==> src/rtl/bcd_conv_sched.sv <==
// Two-requester signed-binary to 5-digit BCD converter with round-robin grant and a double-dabble core.
// Optional macro BCD_FAST_ZERO_EN: an accepted zero operand bypasses conversion and is presented next cycle.
module bcd_conv_sched (
  input  logic        clk,
  input  logic        rst_n,
  input  logic        req0_valid,
  input  logic [15:0] req0_data,
  output logic        req0_ready,
  input  logic        req1_valid,
  input  logic [15:0] req1_data,
  output logic        req1_ready,
  output logic        out_valid,
  input  logic        out_ready,
  output logic [19:0] out_bcd,
  output logic        out_sign,
  output logic        out_id,
  output logic        busy
);

  typedef enum logic [1:0] {IDLE = 2'd0, CONV = 2'd1, DONE = 2'd2} state_t;

  state_t      state_r;
  logic        rr_r;
  logic        id_r;
  logic        sign_r;
  logic [15:0] mag_r;
  logic [19:0] bcd_r;
  logic [3:0]  cnt_r;
  logic        out_valid_r;
  logic        busy_r;
  logic [19:0] out_bcd_r;
  logic        out_sign_r;
  logic        out_id_r;

  logic        grant_s;
  logic        idle_s;
  logic        accept_s;
  logic [15:0] data_s;
  logic [15:0] mag_in_s;
  logic [19:0] step_s;

  // One double-dabble step: adjust every digit >= 5 by +3, then shift in the next magnitude bit.
  function automatic logic [19:0] dabble_step(input logic [19:0] bcd, input logic msb);
    logic [19:0] adj;
    adj = bcd;
    for (int d = 0; d < 5; d++) begin
      if (bcd[4*d +: 4] >= 4'd5) begin
        adj[4*d +: 4] = bcd[4*d +: 4] + 4'd3;
      end else begin
        adj[4*d +: 4] = bcd[4*d +: 4];
      end
    end
    return {adj[18:0], msb};
  endfunction

  // Arbitration, handshake readies and operand pre-processing.
  always_comb begin
    grant_s = 1'b0;
    if (req0_valid && req1_valid) begin
      grant_s = rr_r;
    end else if (req1_valid) begin
      grant_s = 1'b1;
    end else begin
      grant_s = 1'b0;
    end
    idle_s     = rst_n && (state_r == IDLE);
    req0_ready = idle_s && req0_valid && !grant_s;
    req1_ready = idle_s && req1_valid && grant_s;
    accept_s   = req0_ready || req1_ready;
    data_s     = grant_s ? req1_data : req0_data;
    // Negation is taken as unsigned so 0x8000 yields 32768.
    mag_in_s   = data_s[15] ? (~data_s + 16'd1) : data_s;
    step_s     = dabble_step(bcd_r, mag_r[15]);
  end

  // Scheduler FSM, conversion datapath and registered result outputs.
  always_ff @(posedge clk) begin
    if (!rst_n) begin
      state_r     <= IDLE;
      rr_r        <= 1'b0;
      id_r        <= 1'b0;
      sign_r      <= 1'b0;
      mag_r       <= 16'd0;
      bcd_r       <= 20'd0;
      cnt_r       <= 4'd0;
      out_valid_r <= 1'b0;
      busy_r      <= 1'b0;
      out_bcd_r   <= 20'd0;
      out_sign_r  <= 1'b0;
      out_id_r    <= 1'b0;
    end else begin
      case (state_r)
        IDLE: begin
          if (accept_s) begin
            rr_r   <= ~grant_s;
            id_r   <= grant_s;
            sign_r <= data_s[15];
            mag_r  <= mag_in_s;
            bcd_r  <= 20'd0;
            cnt_r  <= 4'd0;
            busy_r <= 1'b1;
`ifdef BCD_FAST_ZERO_EN
            if (data_s == 16'd0) begin
              state_r     <= DONE;
              out_valid_r <= 1'b1;
              out_bcd_r   <= 20'd0;
              out_sign_r  <= 1'b0;
              out_id_r    <= grant_s;
            end else begin
              state_r <= CONV;
            end
`else
            state_r <= CONV;
`endif
          end else begin
            state_r <= IDLE;
          end
        end
        CONV: begin
          bcd_r <= step_s;
          mag_r <= {mag_r[14:0], 1'b0};
          cnt_r <= cnt_r + 4'd1;
          if (cnt_r == 4'd15) begin
            state_r     <= DONE;
            out_valid_r <= 1'b1;
            out_bcd_r   <= step_s;
            out_sign_r  <= sign_r;
            out_id_r    <= id_r;
          end else begin
            state_r <= CONV;
          end
        end
        DONE: begin
          if (out_ready) begin
            state_r     <= IDLE;
            out_valid_r <= 1'b0;
            busy_r      <= 1'b0;
          end else begin
            state_r <= DONE;
          end
        end
        default: begin
          state_r     <= IDLE;
          out_valid_r <= 1'b0;
          busy_r      <= 1'b0;
        end
      endcase
    end
  end

  assign out_valid = out_valid_r;
  assign busy      = busy_r;
  assign out_bcd   = out_bcd_r;
  assign out_sign  = out_sign_r;
  assign out_id    = out_id_r;

endmodule

==> config.mk <==
export PLATFORM = sky130hd
export DESIGN_NAME = bcd_conv_sched
export DESIGN_NICKNAME = d
export VERILOG_FILES = /design/src/rtl/bcd_conv_sched.sv
export SDC_FILE = /design/constraint.sdc
export NUM_CORES = 1
export LEC_CHECK = 0
export BUFFER_PORTS_ARGS = -buffer_cell sky130_fd_sc_hd__buf_4
export CAP_MARGIN = 20
export CORE_UTILIZATION = 55
export DETAILED_ROUTE_END_ITERATION = 16
export PLACE_DENSITY_LB_ADDON = 0.3
export SYNTH_ARGS = -nofsm -noshare
export SYNTH_HDL_FRONTEND = slang
export SYNTH_SLANG_ARGS = --single-unit
==> constraint.sdc <==
create_clock -name clk -period 7.1 [get_ports clk]
set_clock_uncertainty 0.1 [all_clocks]
set_input_delay 0 -clock clk [delete_from_list [all_inputs] [get_ports clk]]
set_output_delay 0 -clock clk [all_outputs]
set_load 0.1 [all_outputs]
* After elaboration in Yosys (flattened, before gate mapping) *
Cells that the tools add are included.

storage, ports and cells
  bits in registers = 69
  bits of input ports = 37
  word-level logic and storage cells = 73

cells by class
  $add $sub $neg = 7
  order comparisons = 5
  equal/unequal tests = 6
  mux-type cells = 24
  bitwise logic cells = 4
  reduce and logical (&&, ||, !) cells = 15

operators by type and width
  operator                                                                              number
  16-bit two-way mux                                                                    3
  20-bit one-hot mux with 2 select lines                                                1
  16-bit one-hot mux with 2 select lines                                                1
  4-bit by 3-bit greater-or-equal comparator with 1-bit output (second input constant)  5
  20-bit two-way mux                                                                    1
  4-bit two-way mux                                                                     5
  16-bit by 1-bit adder with 16-bit output (second input constant)                      1
  4-bit by 2-bit adder with 4-bit output (second input constant)                        4
  16-bit NOT                                                                            1
  4-bit one-hot mux with 2 select lines                                                 1
  1-bit logical AND                                                                     6
  1-bit two-way mux                                                                     6
  2-bit != test (second input constant)                                                 3
  1-bit one-hot mux with 3 select lines                                                 2
  2-bit one-hot mux with 3 select lines                                                 1
  2-bit AND reduction                                                                   3
  3-bit AND reduction                                                                   2
  4-bit by 1-bit adder with 4-bit output (second input constant)                        1
  4-bit equality test (second input constant)                                           1
  2-bit two-way mux                                                                     2
  3-bit by 2-bit adder with 3-bit output (second input constant)                        1
  3-bit two-way mux                                                                     1
  1-bit NOT                                                                             3
  2-bit by 1-bit equality test with 1-bit output (second input constant)                1
  other kinds (5)                                                                       5

* Logic depth before layout (Yosys ltp) *
Gate-level depths: netlist of run 1.

  word-level depth = 8
  depth in mapped cells = 11
  mapped depth without buffers = 9

* Least setup slack after synthesis of run 1 *
Ideal clock, no wire load.

  path kind = register to register
  start = register rr_r
  end = register mag_r[10]
  library setup time = 79 ps
  data arrival time = 2788 ps
  required time = 6921 ps
  setup slack = 4133 ps
  stages on the path, launching flop included = 12
  path buffers = 2
  period minus slack after synthesis = 2967 ps
  cells stage by stage = dfxtp_1 nand2b_1 buf_2 nand2_1 clkbuf_1 mux2i_1 ha_1 inv_1 or2_2 or3_1 a311o_1 o211ai_1

on the way
  longest elaborated chain between the ends = 7
  elaborated cells between the ends (all ways) = 13

RTL lines
  element                                   line  RTL
  from (decl)                               23    logic rr_r;
  from (signal assigned)                    95    rr_r <= ~grant_s;
  1-bit two-way mux (*)                     59    if (req0_valid && req1_valid) begin
  16-bit two-way mux                        70    data_s = grant_s ? req1_data : req0_data;
  16-bit NOT                                72    mag_in_s = data_s[15] ? (~data_s + 16'd1) : data_s;
  16-bit by 1-bit adder with 16-bit output  72
  16-bit two-way mux                        72
  16-bit two-way mux                        94    if (accept_s) begin
  16-bit one-hot mux with 2 select lines    92    case (state_r)
  to (signal assigned)                      98    mag_r <= mag_in_s;
  to (signal assigned)                      121   mag_r <= {mag_r[14:0], 1'b0};
  to (decl)                                 26    logic [15:0] mag_r;

Every way passes the cells marked *; elsewhere a longest branch is shown, timed or not. The select of a mux whose other input is x is not followed.
A chain may end at the register's enable or synchronous reset.

* Final worst setup path of run 1 *
  start = register rr_r
  end = register mag_r[12]

The elaborated chain is that of the path after synthesis.

==> flow_metrics.tcl, run 1 <==
set metrics [dict create \
    grt_pass1_vias 3661 \
    n_antenna_cell 0 \
    die_y_um 86.1 \
    period_share_pct 60.2 \
    outcome "complete, no violations" \
    synthTopCellsByArea "dfxtp_1 36%, a22oi_1 5.0%, a21oi_1 4.6%, nor2_1 4.6%, ha_1 3.9%" \
    netlist.area_leader.share_pct 35.5 \
    syn_nets 528 \
    maxSlewViolCount 0 \
    io_buffers 62 \
    cts.clk_slew.worst_paths_ns 0.07 \
    grt_util_all_layers_pct 27.7 \
    seq_area_frac_synth_pct 35.5 \
    synthesis.instances 479 \
    place.gp.congestion 0.972 \
    nets 586 \
    yosysUniqueCellTypes 61 \
    grt_antenna_before_repair 0 \
    peakVddDrop_uv 158 \
    yosysMostFrequentCell "dfxtp_1" \
    fin_tns_setup_ns 0 \
    worst_slack_ns 2.83 \
    firstDrtPassIters 6 \
    vias 3897 \
    rsz0062_at_grt "no" \
    synth_async_sr_flop_share_pct 0 \
    area_growth_pct 19.9 \
    maxCapViolations 0 \
    core_area_um2 6830 \
    p_total_uw 833 \
    ys.flop_type "dfxtp_1" \
    num_io_pins 63 \
    synth-seq-cells 69 \
    routedWlPerCell_um 15.5 \
    cts_buffer_depth 2 \
    critical_path_class "flop to flop" \
    grt_pass1_wl_um 16500 \
    cp-end-kind "flop" \
    hpwl_um 6840 \
    relSlewSlack_pct 30.5 \
    cp.arrival_ns 4.41 \
    detailedPlace.worstSlack_ns 3.55 \
    netlist_area_um2 3890 \
    path_max_fanout 18 \
    drive_above_1_share_pct 18.5 \
    setup_viol 0 \
    avgSynthCellArea_um2 8.12 \
    required_ns 7.23 \
    hp-class "primary input to flop" \
    p_leak_nw 1.79 \
    postRouteAntennaNets 0 \
    clk_latency_ns 0.35 \
    synth-edff-count 0 \
    totalWireLength_um 9900 \
    cts.sinks 69 \
    design.die.area_um2 7410 \
    die_width_um 86.1 \
    rows 30 \
    grt-ovfl-total 0 \
    tightest_slew_ns 1.04 \
    cts_tree "yes" \
    remaining_drc_errors 0 \
    yosys_warnings 0 \
    cp-start-kind "flop" \
    cts_buffers 9 \
    yosysTopAreaCell "dfxtp_1" \
    h-tree-depth 3 \
    cts_setup_buffers 0 \
    r2r_slack_ns 2.83 \
    vias_per_cell 6.12 \
    root_buffer "clkbuf_8" \
    timing.final.crit_period_ns 4.27 \
    grt_max_degree 63 \
    first_iter_violations 328 \
    start_util_pct 56.9 \
    p_per_area_nw_per_um2 179 \
    clock.fmax_ghz 0.234 \
    final_hold_viol_count 0 \
    yosys-top-cells-count "69 x dfxtp_1, 48 x nor2_1, 40 x nand2_1" \
    n_fill_cell 594 \
]
what timing repair did:
action | in CTS | in global routing
hold endpoints to repair | 13 | 0
hold buffers | 12 | 0
resized for setup | 0 | 0
endpoints found under the setup margin | 0 | 0
final cells by class:
class | count | area (um^2) | area share [%]
Tap cell | 96 | 120 | 2.57
Clock inverter | 5 | 27.5 | 0.590
Clock buffer | 10 | 138 | 2.95
Sequential cell | 69 | 1380 | 29.6
Inverter | 15 | 56.3 | 1.21
Multi-Input combinational cell | 364 | 2330 | 49.9
Timing Repair Buffer | 78 | 616 | 13.2
path summary, 6_finish.rpt:
kind / startpoint / to / cells after the start
setup reg to reg: rr_r$_SDFFE_PN0N_ / mag_r[12]$_SDFFE_PN0P_ / 10
hold / removal: req1_data[5] / mag_r[5]$_SDFFE_PN0P_ / 4
hold reg to reg: out_sign$_SDFFE_PN0P_ / out_sign$_SDFFE_PN0P_ / 2
setup / recovery: rr_r$_SDFFE_PN0N_ / mag_r[12]$_SDFFE_PN0P_ / 10
placed cells by master (no fill, tap or decap), types with 4 or more instances in the layout:
cell type / instances
a2111oi_0: 4
nor3b_1: 5
xnor2_1: 6
clkbuf_8: 10
nand3_1: 16
nand2_1: 40
nand4_1: 4
buf_4: 66
a22oi_1: 26
clkinv_2: 4
mux2i_1: 10
nor3_1: 17
o21ai_0: 19
a22o_1: 6
a211oi_1: 8
a21o_1: 4
or3_1: 4
a211o_1: 6
nand2b_1: 13
a21oi_1: 36
or2_2: 7
o31ai_1: 6
dfxtp_1: 69
nor4_1: 8
or4_1: 4
ha_1: 12
dlygate4sd3_1: 12
nor2_1: 47
inv_1: 14
mux2_2: 6
o211ai_1: 5
kinds of logic (layout without fill, tap and decap cells):
logic type | Yosys count | count (layout) | synth area share, %
adders and majority gates | 12 | 12 | 3.86
xor gates and xnor gates | 8 | 8 | 1.80
and+or+nand+nor | 182 | 182 | 23.5
buffers and inverters | 46 | 108 | 4.73
AOI/OAI and AO/OA | 146 | 146 | 26.3
DFF | 69 | 69 | 35.5
muxes | 16 | 16 | 4.31
critical path: stages (launching register included):
cell           delay (ns)
dfxtp_1              0.37
nand2b_1             0.47
nand2_1              0.58
mux2i_1              0.48
ha_1                 0.36
nor4b_1              0.44
o2111ai_1            0.30
o2bb2ai_1            0.24
or4_1                0.14
o211ai_1             0.08
dlygate4sd3_1        0.60
metal layers:
layer  share of wire (%)  wire length, um  vias to the layer above  GRT usage, %
li1                    -                -                     1884             -
met3                 5.5              546                       21          6.06
met4                 1.8              175                        0          10.2
met5                   0                0                        -             0
met2                  49             4900                      121          47.6
met1                  43             4280                     1871          34.0
through the flow:
stage / instance area [um^2] / instances / utilization (%) / hold WS [ns]
floorplan: 3890 / 479 / - / 0.0733
global placement: 4380 / 610 / 64.1 / 0.179
detailed placement: 4380 / 610 / 64.1 / 0.186
CTS: 4670 / 637 / 68.3 / 0.0000867
global route: 4670 / 637 / 68.3 / 0.0325
finish: 4670 / 637 / 68.3 / 0.00766
registers in the layout, summed over array words and instances (netlist names):
register / cells
out_bcd: 20
out_valid: 1
mag_r: 16
busy: 1
state_r: 2
cnt_r: 4
id_r: 1
bcd_r: 20
rr_r: 1
out_id: 1
out_sign: 1
sign_r: 1
power breakdown:
group	leakage (nW)	total (mW)	switching, mW	internal, mW
Sequential	0.560	0.412	0.00963	0.402
Clock	0.0877	0.275	0.144	0.132
Combinational	1.14	0.146	0.0869	0.0592
Note: power is estimated with default switching activity, not from simulation.
==> run 2: changes to the inputs <==
ABC_AREA = 1   (was unset)
CORE_UTILIZATION = 51   (was 55)
clock period = 3.6 ns   (was 7.1 ns; I/O delays follow)
==> run 2 against run 1 <==
Net effect:
- register-to-register slack worse by 1.6 ns
- die area is 7.2% higher
- critical endpoint is now mag_r[7]$_SDFFE_PN0P_
- fmax grew 80%
- highest routed layer unchanged
- largest power group unchanged
==> flow_metrics.tcl, run 2 <==
set metrics [dict create \
    synth_compound_area_share_pct 17.0 \
    fin_tns_setup_ns 0 \
    vias 3688 \
    detailedPlace.worstSlack_ns 1.24 \
    required_ns 3.77 \
    remaining_drc_errors 0 \
    maxCapViolations 0 \
    outcome "complete, no violations" \
    yosysTopAreaCell "dfxtp_1" \
    die_width_um 89.2 \
    crit_buf_inv 4 \
    min_to "mag_r[9]$_SDFFE_PN0P_" \
    synth-simple-area-share_pct 28.7 \
    hp-class "primary input to flop" \
    wl_met3_um 366 \
    clk_latency_ns 0.34 \
    wl_met2_um 4020 \
    period_share_pct 66.1 \
    postRouteAntennaNets 0 \
    hold_depth 5 \
    setup_viol 0 \
    io_buffers 62 \
    stdcell_count 739 \
    cp_slowest_cell "nor2_8" \
    regToRegStartpoint "rr_r$_SDFFE_PN0N_" \
    rsz0062_at_grt "no" \
    num_io_pins 63 \
    hpwl_um 6300 \
    routedWlPerCell_um 11.6 \
    grt_pass1_vias 3241 \
    rows 31 \
    cts_buffers 9 \
    path_max_fanout 30 \
    grt_util_all_layers_pct 22.8 \
    syn_nets 626 \
    synth-seq-cells 69 \
    r2r_slack_ns 1.22 \
    synth_mux_area_share_pct 0 \
    final_hold_viol_count 0 \
    place_inst 717 \
    peakVddDrop_uv 214 \
    drive_above_1_share_pct 17.8 \
    design.die.area_um2 7950 \
    h-tree-depth 3 \
    synth-edff-count 0 \
    nets 684 \
    synth_async_sr_flop_share_pct 0 \
    netlist_area_um2 3870 \
    synth_top_family_by_area "simple AND/OR/NAND/NOR gates" \
    totalWireLength_um 8600 \
    start_util_pct 53.1 \
    maxSlewViolCount 0 \
    area_growth_pct 18.9 \
    cts.sinks 69 \
    critical_path_class "flop to flop" \
    core_area_um2 7290 \
    yosys-top-cells-count "130 x nand2_1, 88 x inv_1, 69 x dfxtp_1" \
    grt_max_degree 35 \
    final_common_cell "nand2_1" \
    synth_fa_ha_area_share_pct 3.87 \
    timing.critical_path.cells "inv_1 -> nand2_2 -> nand2_4 -> nor2_4 -> nor2_4 -> inv_2 -> nor2_8 -> inv_2 -> o21ai_0 -> inv_1 -> a21oi_1" \
    yosysUniqueCellTypes 36 \
    root_buffer "clkbuf_8" \
    ys.flop_type "dfxtp_1" \
    yosysMostFrequentCell "nand2_1" \
    post-route-util_pct 63.2 \
    timing.final.crit_period_ns 2.38 \
    hp-start "req1_data[9]" \
    synthesis.instances 577 \
    p_leak_nw 2.11 \
    cts_buffer_depth 2 \
    cts-resized-gates 0 \
    drt-met1-wl_um 4100 \
    die_y_um 89.2 \
    synth_xor_area_share_pct 2.49 \
    critPathTopFamily "simple AND/OR/NAND/NOR gates" \
    tightest_slew_ns 0.719 \
    yosys_warnings 0 \
    reg2reg_depth 11 \
    avgSynthCellArea_um2 6.72 \
    netlist.area_leader.share_pct 35.6 \
    synthTopCellsByArea "dfxtp_1 36%, nand2_1 13%, inv_1 8.5%, nor2_1 6.4%, a21oi_1 5.2%" \
    cts.clk_slew.worst_paths_ns 0.07 \
    grt_pass1_wl_um 14300 \
    grt-ovfl-total 0 \
    cpPeakStageDelay_ns 0.34 \
    worst_slack_ns 1.22 \
    firstDrtPassIters 4 \
    clock.fmax_ghz 0.420 \
    layout_common_cells "130 x nand2_1, 88 x inv_1, 69 x dfxtp_1, 65 x buf_4, 64 x nor2_1" \
    cp-start-kind "flop" \
    seq_area_frac_synth_pct 35.6 \
    cp.arrival_ns 2.55 \
    cp-end-kind "flop" \
    first_iter_violations 157 \
    grt_antenna_before_repair 0 \
    r2r-end "mag_r[7]$_SDFFE_PN0P_" \
    p_per_area_nw_per_um2 363 \
    vias_per_cell 4.99 \
    cts_tree "yes" \
    top_layer "met4" \
    relSlewSlack_pct 52.0 \
    place.gp.congestion 0.816 \
    n_antenna_cell 0 \
]
-- run 2: final cells by class --
| class | instances | area (um^2) |
|---|---|---|
| Clock buffer | 11 | 151 |
| Clock inverter | 5 | 35.0 |
| Fill cell | 705 | 2680 |
| Inverter | 92 | 345 |
| Multi-Input combinational cell | 392 | 2020 |
| Sequential cell | 69 | 1380 |
| Tap cell | 99 | 124 |
| Timing Repair Buffer | 71 | 548 |
-- run 2: how the worst max path moves through the flow --
stage | cells after the start | start | endpoint
4_1_cts | 11 | rr_r$_SDFFE_PN0N_ | mag_r[7]$_SDFFE_PN0P_
5_1_grt | 11 | rr_r$_SDFFE_PN0N_ | mag_r[7]$_SDFFE_PN0P_
3_5_place_dp | 11 | rr_r$_SDFFE_PN0N_ | mag_r[7]$_SDFFE_PN0P_
3_3_place_gp | 11 | rr_r$_SDFFE_PN0N_ | mag_r[7]$_SDFFE_PN0P_
2_1_floorplan | 5 | state_r[0]$_SDFF_PN0_ | req0_ready
6_report | 11 | rr_r$_SDFFE_PN0N_ | mag_r[7]$_SDFFE_PN0P_
-- run 2: timing repair --
item / in CTS / in global routing
setup endpoints to repair: 0 / 0
hold endpoints to repair: 15 / 0
buffers inserted: 0 / 0
hold buffers: 6 / 0
-- run 2: power breakdown --
group	switching [mW]	internal, mW
clock	0.294	0.287
sequential	0.0114	0.787
combinational	0.191	0.103
total	0.496	1.18
-- run 2: metal layers --
| metal | vias up | GRT usage [%] |
|---|---|---|
| met5 | - | 0 |
| met2 | 79 | 38.9 |
| met3 | 13 | 3.88 |
| met4 | 0 | 6.49 |
| met1 | 1652 | 29.6 |
| li1 | 1944 | - |
-- run 2: worst reg2reg max path, stage by stage, from the launching register on --
cell	delay [ns]
dfxtp_1	0.30
inv_1	0.07
nand2_2	0.12
nand2_4	0.31
nor2_4	0.09
nor2_4	0.18
inv_2	0.20
nor2_8	0.35
inv_2	0.20
o21ai_0	0.21
inv_1	0.06
a21oi_1	0.14
-- run 2: logic make-up after synthesis --
group,after synthesis
DFF,69
buffers and inverters,116
adders and majority gates,12
AOI/OAI and AO/OA,115
and+or+nand+nor,254
xor gates and xnor gates,11
-- run 2: stage by stage --
step,hold slack (ns),power (mW),cell area [um^2]
floorplan,0.0384,1.03,3870
CTS,0.0136,1.68,4610
detailed placement,0.198,1.10,4360
finish,0.0425,1.67,4610
global route,0.0506,1.75,4610
global placement,0.198,1.09,4360
==> run 3: changes to the inputs <==
CORE_UTILIZATION = 55   (was 51)
clock period = 2.3 ns   (was 3.6 ns; I/O delays follow)
==> run 3 against run 2 <==
Net effect:
- register-to-register slack got worse by 0.97 ns
- sequential share of layout area fell by 0.46 points
- non-clock buffer count rose by 4
- fmax rose by 16%
- clock-buffer cell count did not move
- core utilization rose by 5.7 points
- setup slack got worse by 0.97 ns
- sequential power rose by 57%
- via count rose by 3.7%
- largest cell class unchanged
- highest routed layer unchanged
==> flow_metrics.tcl, run 3 (synthesis results as in run 2) <==
set metrics [dict create \
    area_growth_pct 20.8 \
    cp-end-kind "flop" \
    maxCapViolations 0 \
    clock.fmax_ghz 0.487 \
    grt-ovfl-total 0 \
    outcome "complete, no violations" \
    cts.sinks 69 \
    cp_slowest_cell "dfxtp_1" \
    tightest_slew_ns 0.582 \
    required_ns 2.45 \
    root_buffer "clkbuf_8" \
    routedWlPerCell_um 11.9 \
    cts_tree "yes" \
    grt_pass1_vias 3576 \
    critical_path_class "flop to flop" \
    period_share_pct 89.2 \
    grt_pass1_wl_um 14900 \
    hp-class "primary input to flop" \
    crit_buf_inv 3 \
    setup.worst_path.start "rr_r$_SDFFE_PN0N_" \
    grt_util_all_layers_pct 25.1 \
    r2r-end "cnt_r[2]$_SDFFE_PN0P_" \
    postRouteAntennaNets 0 \
    core_area_um2 6790 \
    cp.arrival_ns 2.20 \
    cts_buffer_depth 2 \
    timing.final.crit_period_ns 2.05 \
    totalWireLength_um 8810 \
    setup_viol 0 \
    reg2reg_depth 10 \
    cts.clk_slew.worst_paths_ns 0.07 \
    path_max_fanout 30 \
    crit_top_cell "nor2_4" \
    peakVddDrop_uv 445 \
    maxSlewViolCount 0 \
    critPathTopFamily "simple AND/OR/NAND/NOR gates" \
    io_buffers 62 \
    rows 30 \
    remaining_drc_errors 0 \
    clk_latency_ns 0.35 \
    cp-start-kind "flop" \
    vias_per_cell 5.17 \
    fin_tns_setup_ns 0 \
    design.die.area_um2 7380 \
    n_antenna_cell 0 \
    die_width_um 85.9 \
    cts_setup_buffers 0 \
    hpwl_um 6310 \
    firstDrtPassIters 6 \
    cp-endpoint "cnt_r[2]$_SDFFE_PN0P_" \
    final_common_cell "nand2_1" \
    rsz0062_at_grt "no" \
    num_io_pins 63 \
    p_per_area_nw_per_um2 593 \
    relSlewSlack_pct 61.1 \
    timing.critical_path.cells "inv_1 -> nand2_2 -> nand2_8 -> nor2_4 -> nor2_4 -> inv_2 -> nor2_8 -> buf_12 -> nand2_1 -> a221oi_1" \
    nets 688 \
    worst-path-stages 10 \
    regToRegStartpoint "rr_r$_SDFFE_PN0N_" \
    p_leak_nw 2.14 \
    vias 3826 \
    first_iter_violations 167 \
    cts_buffers 9 \
    drive_above_1_share_pct 17.7 \
    grt_antenna_before_repair 0 \
    die_y_um 85.9 \
    start_util_pct 57.0 \
    grt_max_degree 31 \
    final_hold_viol_count 0 \
    detailedPlace.worstSlack_ns 0.175 \
    r2r_slack_ns 0.25 \
    layout_common_cells "130 x nand2_1, 88 x inv_1, 69 x dfxtp_1, 66 x buf_4, 64 x nor2_1" \
    h-tree-depth 3 \
    worst_slack_ns 0.248 \
    place.gp.congestion 0.866 \
    cpPeakStageDelay_ns 0.30 \
]
-- run 3: stage by stage --
stage / power (mW) / instances / area, um^2 / util, % / hold WS [ns]
5_1_grt: 2.89 / 740 / 4680 / 68.9 / 0.0374
3_3_place_gp: 1.72 / 716 / 4390 / 64.5 / 0.197
3_5_place_dp: 1.73 / 716 / 4390 / 64.5 / 0.215
6_report: 2.77 / 740 / 4680 / 68.9 / 0.00873
2_1_floorplan: 1.61 / 577 / 3870 / - / 0.0384
4_1_cts: 2.79 / 740 / 4670 / 68.8 / 0.0114
-- run 3: metal layers --
| metal | GRT usage, % | vias to the layer above | routed length (um) |
|---|---|---|---|
| li1 | - | 1950 | - |
| met1 | 28.6 | 1784 | 3920 |
| met2 | 46.2 | 81 | 4450 |
| met3 | 5.29 | 11 | 346 |
| met4 | 8.48 | 0 | 97 |
| met5 | 0 | - | 0 |
-- run 3: worst min-delay path: cells and delay by family --
| family | cells | cell delay (ns) |
|---|---|---|
| buf+inv | 1 | 0.07 |
| compound gates | 1 | 0.05 |
| xor+xnor | 1 | 0.08 |
| simple gates | 3 | 0.20 |
-- run 3: area by class of cell --
class	instances	area, um^2
clock buffer	11	131
clock inverter	5	75.1
fill	580	2110
inverter	92	345
multi-input combinational	392	2030
sequential	69	1380
tap	96	120
timing repair buffer	75	596
-- run 3: how the worst min path moves through the flow --
stage                  start                     end  slack [ns]  depth (start not counted)
6_report        req1_data[8]   mag_r[8]$_SDFFE_PN0P_       0.009                          6
2_1_floorplan          rst_n   cnt_r[0]$_SDFFE_PN0P_        0.04                          2
3_5_place_dp       out_ready   state_r[1]$_SDFF_PN0_        0.22                          4
4_1_cts         req1_data[8]   mag_r[8]$_SDFFE_PN0P_        0.01                          6
5_1_grt        req1_data[11]  mag_r[11]$_SDFFE_PN0P_        0.04                          6
3_3_place_gp       out_ready   state_r[1]$_SDFF_PN0_        0.20                          4
-- run 3: report_power, final --
group	total, mW	internal (mW)	leakage, nW	switching [mW]
clock network	1.05	0.606	0.107	0.441
registers	1.25	1.23	0.559	0.0165
logic	0.479	0.175	1.47	0.305
total	2.77	2.01	2.14	0.762
-- run 3: what timing repair did --
action | CTS | global route
hold buffers | 8 | 0
hold endpoints to repair | 17 | 0
resized for setup | 0 | 1
endpoints found under the setup margin | 0 | 4
